## src/rtl/line_window_gen_pkg.sv

```systemverilog
// Shared definitions for the 3x3 line-window generator: FSM encoding,
// window geometry and the row-major packed-window index convention.
package line_window_gen_pkg;

    typedef enum logic [1:0] {
        ST_IDLE   = 2'd0,
        ST_FILL   = 2'd1,
        ST_STREAM = 2'd2,
        ST_DONE   = 2'd3
    } state_e;

    localparam int WIN_DIM  = 3;
    localparam int WIN_TAPS = WIN_DIM * WIN_DIM;

    // Tap k of window_out sits at row k/3, column k%3 (k=0 top-left, k=8 bottom-right).
    function automatic int win_idx(input int row, input int col);
        return row * WIN_DIM + col;
    endfunction

endpackage

```

## src/rtl/line_window_gen_line_buffer_ram.sv

```systemverilog
// One image line of pixel storage: single port, combinational read of the
// addressed entry, write committed at the clock edge (read-before-write).
module line_buffer_ram #(
    parameter int DATA_WIDTH = 8,
    parameter int DEPTH      = 32,
    parameter int ADDR_WIDTH = 5
) (
    input  logic                  clk,
    input  logic [ADDR_WIDTH-1:0] addr,
    input  logic                  we,
    input  logic [DATA_WIDTH-1:0] wdata,
    output logic [DATA_WIDTH-1:0] rdata
);

    logic [DATA_WIDTH-1:0] mem_r [0:DEPTH-1];

    // Contents are never read before being written within a frame, so no reset.
    always_ff @(posedge clk) begin
        if (we) begin
            mem_r[addr] <= wdata;
        end
    end

    assign rdata = mem_r[addr];

endmodule

```

## src/rtl/line_window_gen.sv

```systemverilog
// 3x3 sliding-window generator for raster-scan pixel streams. Two line
// buffers plus a 3x3 shift register produce one window per in-image pixel.
module line_window_gen
    import line_window_gen_pkg::*;
#(
    parameter int DATA_WIDTH = 8,
    parameter int IMG_WIDTH  = 32,
    parameter int IMG_HEIGHT = 32
) (
    input  logic                             clk,
    input  logic                             reset_n,
    input  logic                             start,
    input  logic [DATA_WIDTH-1:0]            pixel_in,
    input  logic                             pixel_in_valid,
    output logic [WIN_TAPS*DATA_WIDTH-1:0]   window_out,
    output logic                             window_valid,
    output logic                             busy,
    output logic                             frame_done
);

    localparam int COL_W = (IMG_WIDTH  > 1) ? $clog2(IMG_WIDTH)  : 1;
    localparam int ROW_W = (IMG_HEIGHT > 1) ? $clog2(IMG_HEIGHT) : 1;

    localparam logic [COL_W-1:0] COL_ZERO = COL_W'(0);
    localparam logic [COL_W-1:0] COL_ONE  = COL_W'(1);
    localparam logic [COL_W-1:0] COL_TWO  = COL_W'(2);
    localparam logic [COL_W-1:0] COL_LAST = COL_W'(IMG_WIDTH - 1);
    localparam logic [ROW_W-1:0] ROW_ZERO = ROW_W'(0);
    localparam logic [ROW_W-1:0] ROW_ONE  = ROW_W'(1);
    localparam logic [ROW_W-1:0] ROW_TWO  = ROW_W'(2);
    localparam logic [ROW_W-1:0] ROW_LAST = ROW_W'(IMG_HEIGHT - 1);

    state_e                 state_r;
    logic [COL_W-1:0]       col_r;
    logic [ROW_W-1:0]       row_r;
    logic [DATA_WIDTH-1:0]  win_r [0:WIN_TAPS-1];
    logic                   window_valid_r;
    logic                   busy_r;
    logic                   frame_done_r;

    logic                   accept_s;
    logic                   in_window_s;
    logic                   col_last_s;
    logic                   frame_end_s;
    logic                   fill_end_s;
    logic [DATA_WIDTH-1:0]  lb0_rd_s;
    logic [DATA_WIDTH-1:0]  lb1_rd_s;

    // lb0 holds the previous line, lb1 the one before; lb1 is refilled from lb0's old entry.
    line_buffer_ram #(
        .DATA_WIDTH (DATA_WIDTH),
        .DEPTH      (IMG_WIDTH),
        .ADDR_WIDTH (COL_W)
    ) u_lb0 (
        .clk   (clk),
        .addr  (col_r),
        .we    (accept_s),
        .wdata (pixel_in),
        .rdata (lb0_rd_s)
    );

    line_buffer_ram #(
        .DATA_WIDTH (DATA_WIDTH),
        .DEPTH      (IMG_WIDTH),
        .ADDR_WIDTH (COL_W)
    ) u_lb1 (
        .clk   (clk),
        .addr  (col_r),
        .we    (accept_s),
        .wdata (lb0_rd_s),
        .rdata (lb1_rd_s)
    );

    // Accept qualification and raster-position decodes from pre-increment counters.
    always_comb begin
        accept_s    = 1'b0;
        in_window_s = (row_r >= ROW_TWO) && (col_r >= COL_TWO);
        col_last_s  = (col_r == COL_LAST);
        frame_end_s = (col_r == COL_LAST) && (row_r == ROW_LAST);
        fill_end_s  = (col_r == COL_ONE) && (row_r == ROW_TWO);
        if ((state_r == ST_FILL) || (state_r == ST_STREAM)) begin
            accept_s = pixel_in_valid;
        end else begin
            accept_s = 1'b0;
        end
    end

    // Frame FSM, raster counters and registered status outputs.
    always_ff @(posedge clk or negedge reset_n) begin
        if (!reset_n) begin
            state_r        <= ST_IDLE;
            col_r          <= COL_ZERO;
            row_r          <= ROW_ZERO;
            window_valid_r <= 1'b0;
            busy_r         <= 1'b0;
            frame_done_r   <= 1'b0;
        end else begin
            window_valid_r <= accept_s && in_window_s;
            frame_done_r   <= 1'b0;

            if (accept_s) begin
                if (col_last_s) begin
                    col_r <= COL_ZERO;
                    row_r <= frame_end_s ? ROW_ZERO : (row_r + ROW_ONE);
                end else begin
                    col_r <= col_r + COL_ONE;
                end
            end

            case (state_r)
                ST_IDLE: begin
                    if (start) begin
                        state_r <= ST_FILL;
                        col_r   <= COL_ZERO;
                        row_r   <= ROW_ZERO;
                        busy_r  <= 1'b1;
                    end
                end
                ST_FILL: begin
                    if (accept_s && fill_end_s) begin
                        state_r <= ST_STREAM;
                    end
                end
                ST_STREAM: begin
                    if (accept_s && frame_end_s) begin
                        state_r <= ST_DONE;
                    end
                end
                ST_DONE: begin
                    // busy stays up through DONE so it falls together with frame_done rising
                    state_r      <= ST_IDLE;
                    frame_done_r <= 1'b1;
                    busy_r       <= 1'b0;
                end
                default: begin
                    state_r <= ST_IDLE;
                    busy_r  <= 1'b0;
                end
            endcase
        end
    end

    // 3x3 window shift register: shift left on accept, new right column from buffers and input.
    always_ff @(posedge clk or negedge reset_n) begin
        if (!reset_n) begin
            for (int k = 0; k < WIN_TAPS; k++) begin
                win_r[k] <= {DATA_WIDTH{1'b0}};
            end
        end else if (accept_s) begin
            for (int j = 0; j < WIN_DIM; j++) begin
                win_r[win_idx(j, 0)] <= win_r[win_idx(j, 1)];
                win_r[win_idx(j, 1)] <= win_r[win_idx(j, 2)];
            end
            win_r[win_idx(0, 2)] <= lb1_rd_s;
            win_r[win_idx(1, 2)] <= lb0_rd_s;
            win_r[win_idx(2, 2)] <= pixel_in;
        end
    end

    // Flatten the tap array into the packed row-major window port.
    always_comb begin
        window_out = {(WIN_TAPS*DATA_WIDTH){1'b0}};
        for (int k = 0; k < WIN_TAPS; k++) begin
            window_out[k*DATA_WIDTH +: DATA_WIDTH] = win_r[k];
        end
    end

    assign window_valid = window_valid_r;
    assign busy         = busy_r;
    assign frame_done   = frame_done_r;

endmodule
```

## config.mk

```make
export PLATFORM = sky130hd
export DESIGN_NAME = line_window_gen
export DESIGN_NICKNAME = d
export VERILOG_FILES = /design/src/rtl/line_window_gen_pkg.sv /design/src/rtl/line_window_gen_line_buffer_ram.sv /design/src/rtl/line_window_gen.sv
export SDC_FILE = /design/constraint.sdc
export NUM_CORES = 1
export LEC_CHECK = 0
export ABC_AREA = 1
export CELL_PAD_IN_SITES_DETAIL_PLACEMENT = 0
export CELL_PAD_IN_SITES_GLOBAL_PLACEMENT = 1
export CORE_MARGIN = 5
export CORE_UTILIZATION = 44
export DETAILED_ROUTE_END_ITERATION = 8
export PLACE_DENSITY = 0.84
export SLEW_MARGIN = 20
export SYNTH_ARGS = -nofsm -noshare
export SYNTH_HDL_FRONTEND = slang
export SYNTH_SLANG_ARGS = --single-unit
export TNS_END_PERCENT = 50
```

## constraint.sdc

```tcl
create_clock -name clk -period 2.45 [get_ports clk]
set_input_delay 0.3675 -clock clk [delete_from_list [all_inputs] [get_ports clk]]
set_output_delay 0.3675 -clock clk [all_outputs]
set_load 0.02 [all_outputs]
```

## Yosys cells after proc, flatten, opt, wreduce, memory -nomap -nowiden

Memories as Yosys holds them, arrays and structs flattened. A register that Yosys moved wholly into a read port is not among the register bits.
Index checks and enable logic that the tools add are counted.

- Register bits: 79
- Latch bits: 0
- Bits in writable memories: 512
- ROM bits: 0
- Input bits: 12
- Output and inout port bits: 75
- Word-level logic and storage cells: 61
- Memories: 2

Memory list:

| name | depth | width | read ports | clocked after Yosys merged registers in | wr ports | line | text |
|---|---|---|---|---|---|---|---|
| u_lb0.mem_r | 32 | 8 | 1 | 0 | 1 | line_window_gen_line_buffer_ram.sv:15 | `logic [DATA_WIDTH-1:0] mem_r [0:DEPTH-1];` |
| u_lb1.mem_r | 32 | 8 | 1 | 1 | 1 | line_window_gen_line_buffer_ram.sv:15 |  |

- Add/subtract/negate cells: 2
- Multipliers: 0
- Div/mod/pow operators: 0
- Order comparisons: 2
- Equal/unequal tests: 10
- Shift operators: 0
- Multiplexer cells: 19
- Bitwise logic cells: 0
- Reductions and logical operators: 12

Operators with widths:

| cell | count |
|---|---|
| $mux W5 | 9 |
| $add A5 B1 Y5 const B | 2 |
| $eq A5 B5 Y1 const B | 2 |
| $ge A5 B2 Y1 const B | 2 |
| $pmux W2 S4 | 1 |
| $logic_and A1 B1 Y1 | 6 |
| $mux W2 | 3 |
| $eq A5 B1 Y1 const B | 1 |
| $eq A5 B2 Y1 const B | 1 |
| $mux W1 | 5 |
| $eq A2 B2 Y1 const B | 2 |
| $ne A2 B1 Y1 const B | 2 |
| $reduce_and A3 Y1 | 1 |
| $eq A2 B1 Y1 const B | 1 |
| $logic_not A2 Y1 | 1 |
| $ne A2 B2 Y1 const B | 1 |
| $pmux W1 S2 | 1 |
| $reduce_and A2 Y1 | 1 |
| $reduce_bool A2 Y1 | 1 |
| $logic_not A1 Y1 | 1 |
| $logic_or A1 B1 Y1 | 1 |

## Logic depth before layout (Yosys ltp)

- Word-level depth: 7
- Mapped depth: 13
- Gate-level depth less buffers: 11

## Cells and area by module

A second synthesis with hierarchy kept.

- Cells, all modules: 2523
- Area, all modules: 25253.0 um^2

Modules (own cells, without submodules):

| module | instances | cells an instance | area an instance (um^2) | seq. area each (um^2) |
|---|---|---|---|---|
| line_buffer_ram | 2 | 1055 | 10827.9 | 7687.4 |
| line_window_gen | 1 | 413 | 3597.2 | 2177.1 |

## Worst setup path after synthesis

Ideal clock, no wire load.

- Kind: register -> register
- Start: reg col_r[1]
- End: reg state_r[0]
- Library setup time: 121 ps
- Data arrival time: 2455 ps
- Data required time: 2329 ps
- Slack: -126 ps
- Cell stages (with the launch flop): 13
- Path buffers: 3
- Period minus slack after synthesis: 2576 ps
- Cell sequence: dfrtp_1 buf_2 inv_2 buf_4 buf_2 ha_1 nand2_1 nor2_1 nand4_1 nand2_1 nand2_1 nand2_1 o21ai_1

- Word-level cells in the longest chain between the ends: 5
- Elaborated cells between the ends (all ways): 9
- Classes of those cells: eq/ne: 4; reduce/logical: 5

Ends and longest elaborated chain:

| item | line | text |
|---|---|---|
| from (decl) | line_window_gen.sv:34 | `logic [COL_W-1:0] col_r;` |
| from (signal assigned) | line_window_gen.sv:106 | `col_r <= col_r + COL_ONE;` |
| $eq A5 B5 Y1 or $eq A5 B1 Y1 (tied branches) | line_window_gen.sv:79, line_window_gen.sv:80 |  |
| $logic_and A1 B1 Y1, on equally long branches | line_window_gen.sv:79, line_window_gen.sv:80 |  |
| $logic_and A1 B1 Y1, on equally long branches | line_window_gen.sv:125, line_window_gen.sv:120 |  |
| $ne A2 B1 Y1 (no source line) | n/a |  |
| $reduce_and A3 Y1 (no source line) * | n/a |  |
| to (signal assigned) | line_window_gen.sv:126 | `state_r <= ST_DONE;` |
| to (signal assigned) | line_window_gen.sv:131 | `state_r <= ST_IDLE;` |
| to (signal assigned) | line_window_gen.sv:136 | `state_r <= ST_IDLE;` |
| to (decl) | line_window_gen.sv:33 | `state_e state_r;` |

Every way passes the cells marked *; elsewhere a longest branch is shown, timed or not.
A chain may end at the register's enable or synchronous reset.

## Worst setup path in the final report

- Start: reg col_r[0]
- End: mem u_lb1.mem_r[8][2], data pin

- Word-level cells in the longest chain between the ends: 1

Ends and longest elaborated chain:

| item | line | text |
|---|---|---|
| $mem_v2 Z32 W8 | n/a |  |
| net lb0_rd_s[2] | line_window_gen.sv:46 | `logic [DATA_WIDTH-1:0] lb0_rd_s;` |
| to (decl) | line_window_gen_line_buffer_ram.sv:15 |  |

The timed path passes the listed nets, and every way through them passes these cells.

==> flow_summary.json <==
{
  "cts-root-buf": "clkbuf_16",
  "clock-sinks": 599,
  "min_path_type": "input port to asynchronous set/reset pin",
  "yosys.area_share.xor_xnor_pct": 0.06879,
  "power_density_nw_per_um2": 1185,
  "p_total_mw": 35.75,
  "layout-drive-gt1-share_pct": 8.609,
  "arrival_ns": 2.83,
  "endpoint_kind": "register",
  "place_hpwl_mm": 38.74,
  "synth_compound_area_share_pct": 1.391,
  "synthSimpleGateAreaFrac_pct": 21.74,
  "cts_setup_buffers": 0,
  "switchingPower_mw": 12.79,
  "fp.dieArea_um2": 62790,
  "p_clk_share_pct": 26.8,
  "p_int_mw": 22.96,
  "final_util_pct": 52.48,
  "p_leak_nw": 13.26,
  "postRouteAntennaNets": 0,
  "muxShareOfSynthArea_pct": 0.03931,
  "grt_overflow": 0,
  "combinationalPowerShare_pct": 34.5,
  "dp.cells": 3404,
  "tritoncts": "yes",
  "violations": "setup timing",
  "via_count": 17445,
  "pre_cts_ws_ns": 0.04589,
  "cts-htree-levels": 2,
  "synthToLayoutAreaGrowth_pct": 18.45,
  "max_freq_mhz": 403.1,
  "finalClockSkew_ns": 0.02265,
  "syn-instance-count": 2538,
  "dieWidth_um": 250.6,
  "rsz0062_at_grt": "true",
  "hold_viol": 0,
  "tightestPinTransition_ns": 0.5719,
  "drt_iter0_drc": 1745,
  "numCtsBuffers": 60,
  "setup_violations": 32,
  "seqPwrFrac_pct": 38.7,
  "ys_ff_latch": 599,
  "grt_pass1_wl_mm": 97.77,
  "relSlewSlack_pct": 61.87,
  "synth_cell_type_count": 26,
  "synthAdderAreaFrac_pct": 0.5896,
  "report.final.slew_viol_count": 0,
  "clock_latency_ns": 0.64,
  "start_util_pct": 44.31,
  "synth_top_family_by_area": "simple AND/OR/NAND/NOR gates",
  "tns_ns": -0.4920,
  "status": "finished with violations",
  "synth-seq-area-share_pct": 68.93,
  "fin_crit_ns": 2.481,
  "grt_max_degree": 81,
  "synth_warnings": 0,
  "place.gp.congestion": 0.8567,
  "grt_pass1_vias": 16986,
  "final_nets": 2726,
  "cap_viol_max_count": 0,
  "port_buffers": 86,
  "critPathLaunchType": "register",
  "die_y_um": 250.6,
  "clk_pin_slew_ns": 0.07,
  "fin_cells": 3518,
  "dr.pass1.iters": 5,
  "boundaryPins": 87,
  "syn_nets": 2562,
  "crit_required_ns": 2.80,
  "wl_per_cell_um": 17.90,
  "antenna_cells": 0,
  "path_class": "register to register",
  "cts_buffer_depth": 3,
  "ir_drop_mv": 0.6355,
  "fin_crit_sh_pct": 101.3,
  "antenna_found_initial": 0,
  "drc": 0,
  "netSwitchingFraction_pct": 35.77,
  "track_usage_pct": 19.82,
  "avgSynthCellArea_um2": 10.03,
  "rows": 88,
  "layout_setup_ws_ns": -0.03088,
  "vias_per_cell": 4.959,
  "core_area_um2": 57480,
  "wl_mm": 62.98,
  "crit_path_max_fanout": 30,
  "synthesis.area_um2": 25460
}
-- synth_stat cells --
library cell / number / area share, %
nand2_1: 1082 / 16
edfxtp_1: 512 / 60
inv_1: 344 / 5.1
nand3_1: 183 / 3.6
nor2_1: 115 / 1.7
dfrtp_1: 87 / 8.5
buf_2: 62 / 1.2
o21ai_0: 53 / 1.0
clkbuf_1: 26 / 0.38
a21oi_1: 15 / 0.29
buf_4: 14 / 0.41
ha_1: 12 / 0.59
buf_1: 8 / 0.12
nor3_1: 4 / 0.079
inv_2: 3 / 0.044
nand2_2: 3 / 0.074
nor2_2: 3 / 0.074
nand4_1: 2 / 0.049
nor2_4: 2 / 0.088
xor2_1: 2 / 0.069
a311oi_1: 1 / 0.034
mux2i_1: 1 / 0.039
nor3_2: 1 / 0.039
nor3_4: 1 / 0.064
nor3b_1: 1 / 0.029
o21ai_1: 1 / 0.020
-- layout make-up --
class / instances / area [um2]
clock inverter: 46 / 536.8
fill: 4921 / 27310
inverter: 347 / 1310
tap: 765 / 957.2
timing repair buffer: 212 / 2173
multi-input combinational: 1482 / 6077
sequential: 599 / 17560
clock buffer: 67 / 1549
-- registers in the layout (all words and copies together) (netlist names) --
name          count
busy              1
col_r             5
frame_done        1
row_r             5
state_r           2
u_lb0.mem_r     256
u_lb1.mem_r     256
window_out       72
window_valid      1
-- critical path, stage by stage (launching register included) --
cell and delay (ns):
dfrtp_4 0.53, inv_6 0.21, buf_12 0.23, buf_4 0.17
nand2_1 0.06, nand3_1 0.06, nand2_1 0.05, nand2_1 0.05
nand2_1 0.10, nor2_1 0.27, nand2_1 0.20, buf_4 0.26
-- path summary, 6_finish.rpt --
| check | slack (ns) | end | start | cells after the start |
|---|---|---|---|---|
| setup / recovery | -0.03 | u_lb1.mem_r[8][2]$_DFFE_PP_ | col_r[0]$_DFF_PN0_ | 11 |
| hold / removal | 0.27 | window_out[30]$_DFFE_PN0P_ | reset_n | 2 |
| setup reg to reg | -0.03 | u_lb1.mem_r[8][2]$_DFFE_PP_ | col_r[0]$_DFF_PN0_ | 11 |
| hold reg to reg | 0.48 | window_out[3]$_DFFE_PN0P_ | window_out[3]$_DFFE_PN0P_ | 2 |
| max in group asynchronous | 1.50 | col_r[0]$_DFF_PN0_ | reset_n | 3 |
| min in group clk | 0.48 | window_out[3]$_DFFE_PN0P_ | window_out[3]$_DFFE_PN0P_ | 2 |
-- layout by cell type, fill, tap and decap left out, types with 5 or more instances in the layout --
cell             netlist  layout
buf_4                 14      96
nand2_1             1082    1081
nand3_1              183     183
clkdlybuf4s50_1        0      85
bufinv_16              0      11
clkinv_1               0      14
o21ai_0               53      53
clkinv_2               0      14
ha_1                  12      12
a21oi_1               15      15
clkbuf_16              0      61
clkinvlp_4             0       5
dfrtp_1               87      85
inv_1                344     343
clkbuf_1              26       6
buf_12                 0      29
nor2_1               115     114
edfxtp_1             512     512
-- power by group through the flow --
stage | Clock, mW | Combinational [mW] | Sequential (mW)
after global placement | 0 | 12.1 | 14.0
after global routing | 10.2 | 13.5 | 13.9
after CTS | 9.75 | 12.4 | 13.8
after floorplan | 0 | 6.25 | 14.6
after detailed placement | 0 | 12.3 | 14.0
final | 9.58 | 12.3 | 13.8
-- logic make-up after synthesis --
logic type,Yosys count
AOI/OAI and AO/OA,70
xor gates and xnor gates,2
adders and majority gates,12
buffers and inverters,457
DFF,599
muxes,1
and+or+nand+nor,1397
-- metal layers --
| layer | part of all wire (%) | wire length [um] | GRT usage (%) | vias to the layer above |
|---|---|---|---|---|
| met3 | 6.5 | 4124 | 2.648 | 102 |
| met5 | 0 | 0 | 0 | - |
| li1 | - | - | - | 8372 |
| met1 | 43 | 27260 | 28.02 | 8410 |
| met4 | 3.0 | 1913 | 6.549 | 0 |
| met2 | 47 | 29680 | 32.04 | 561 |
-- per-stage QoR --
stage,hold slack (ns),instance area (um2)
global route,0.3450,30160
detailed placement,0.4053,28060
global placement,0.4005,28060
CTS,0.2693,30160
finish,0.2717,30160
floorplan,0.07191,25470
-- what timing repair did --
| item | CTS | global route |
|---|---|---|
| hold buffers | 1 | 0 |
| gates resized for setup | 0 | 1 |
| endpoints found under the setup margin | 0 | 65 |
| hold endpoints to repair | 42 | 0 |
(Power assumes the default switching activity.)
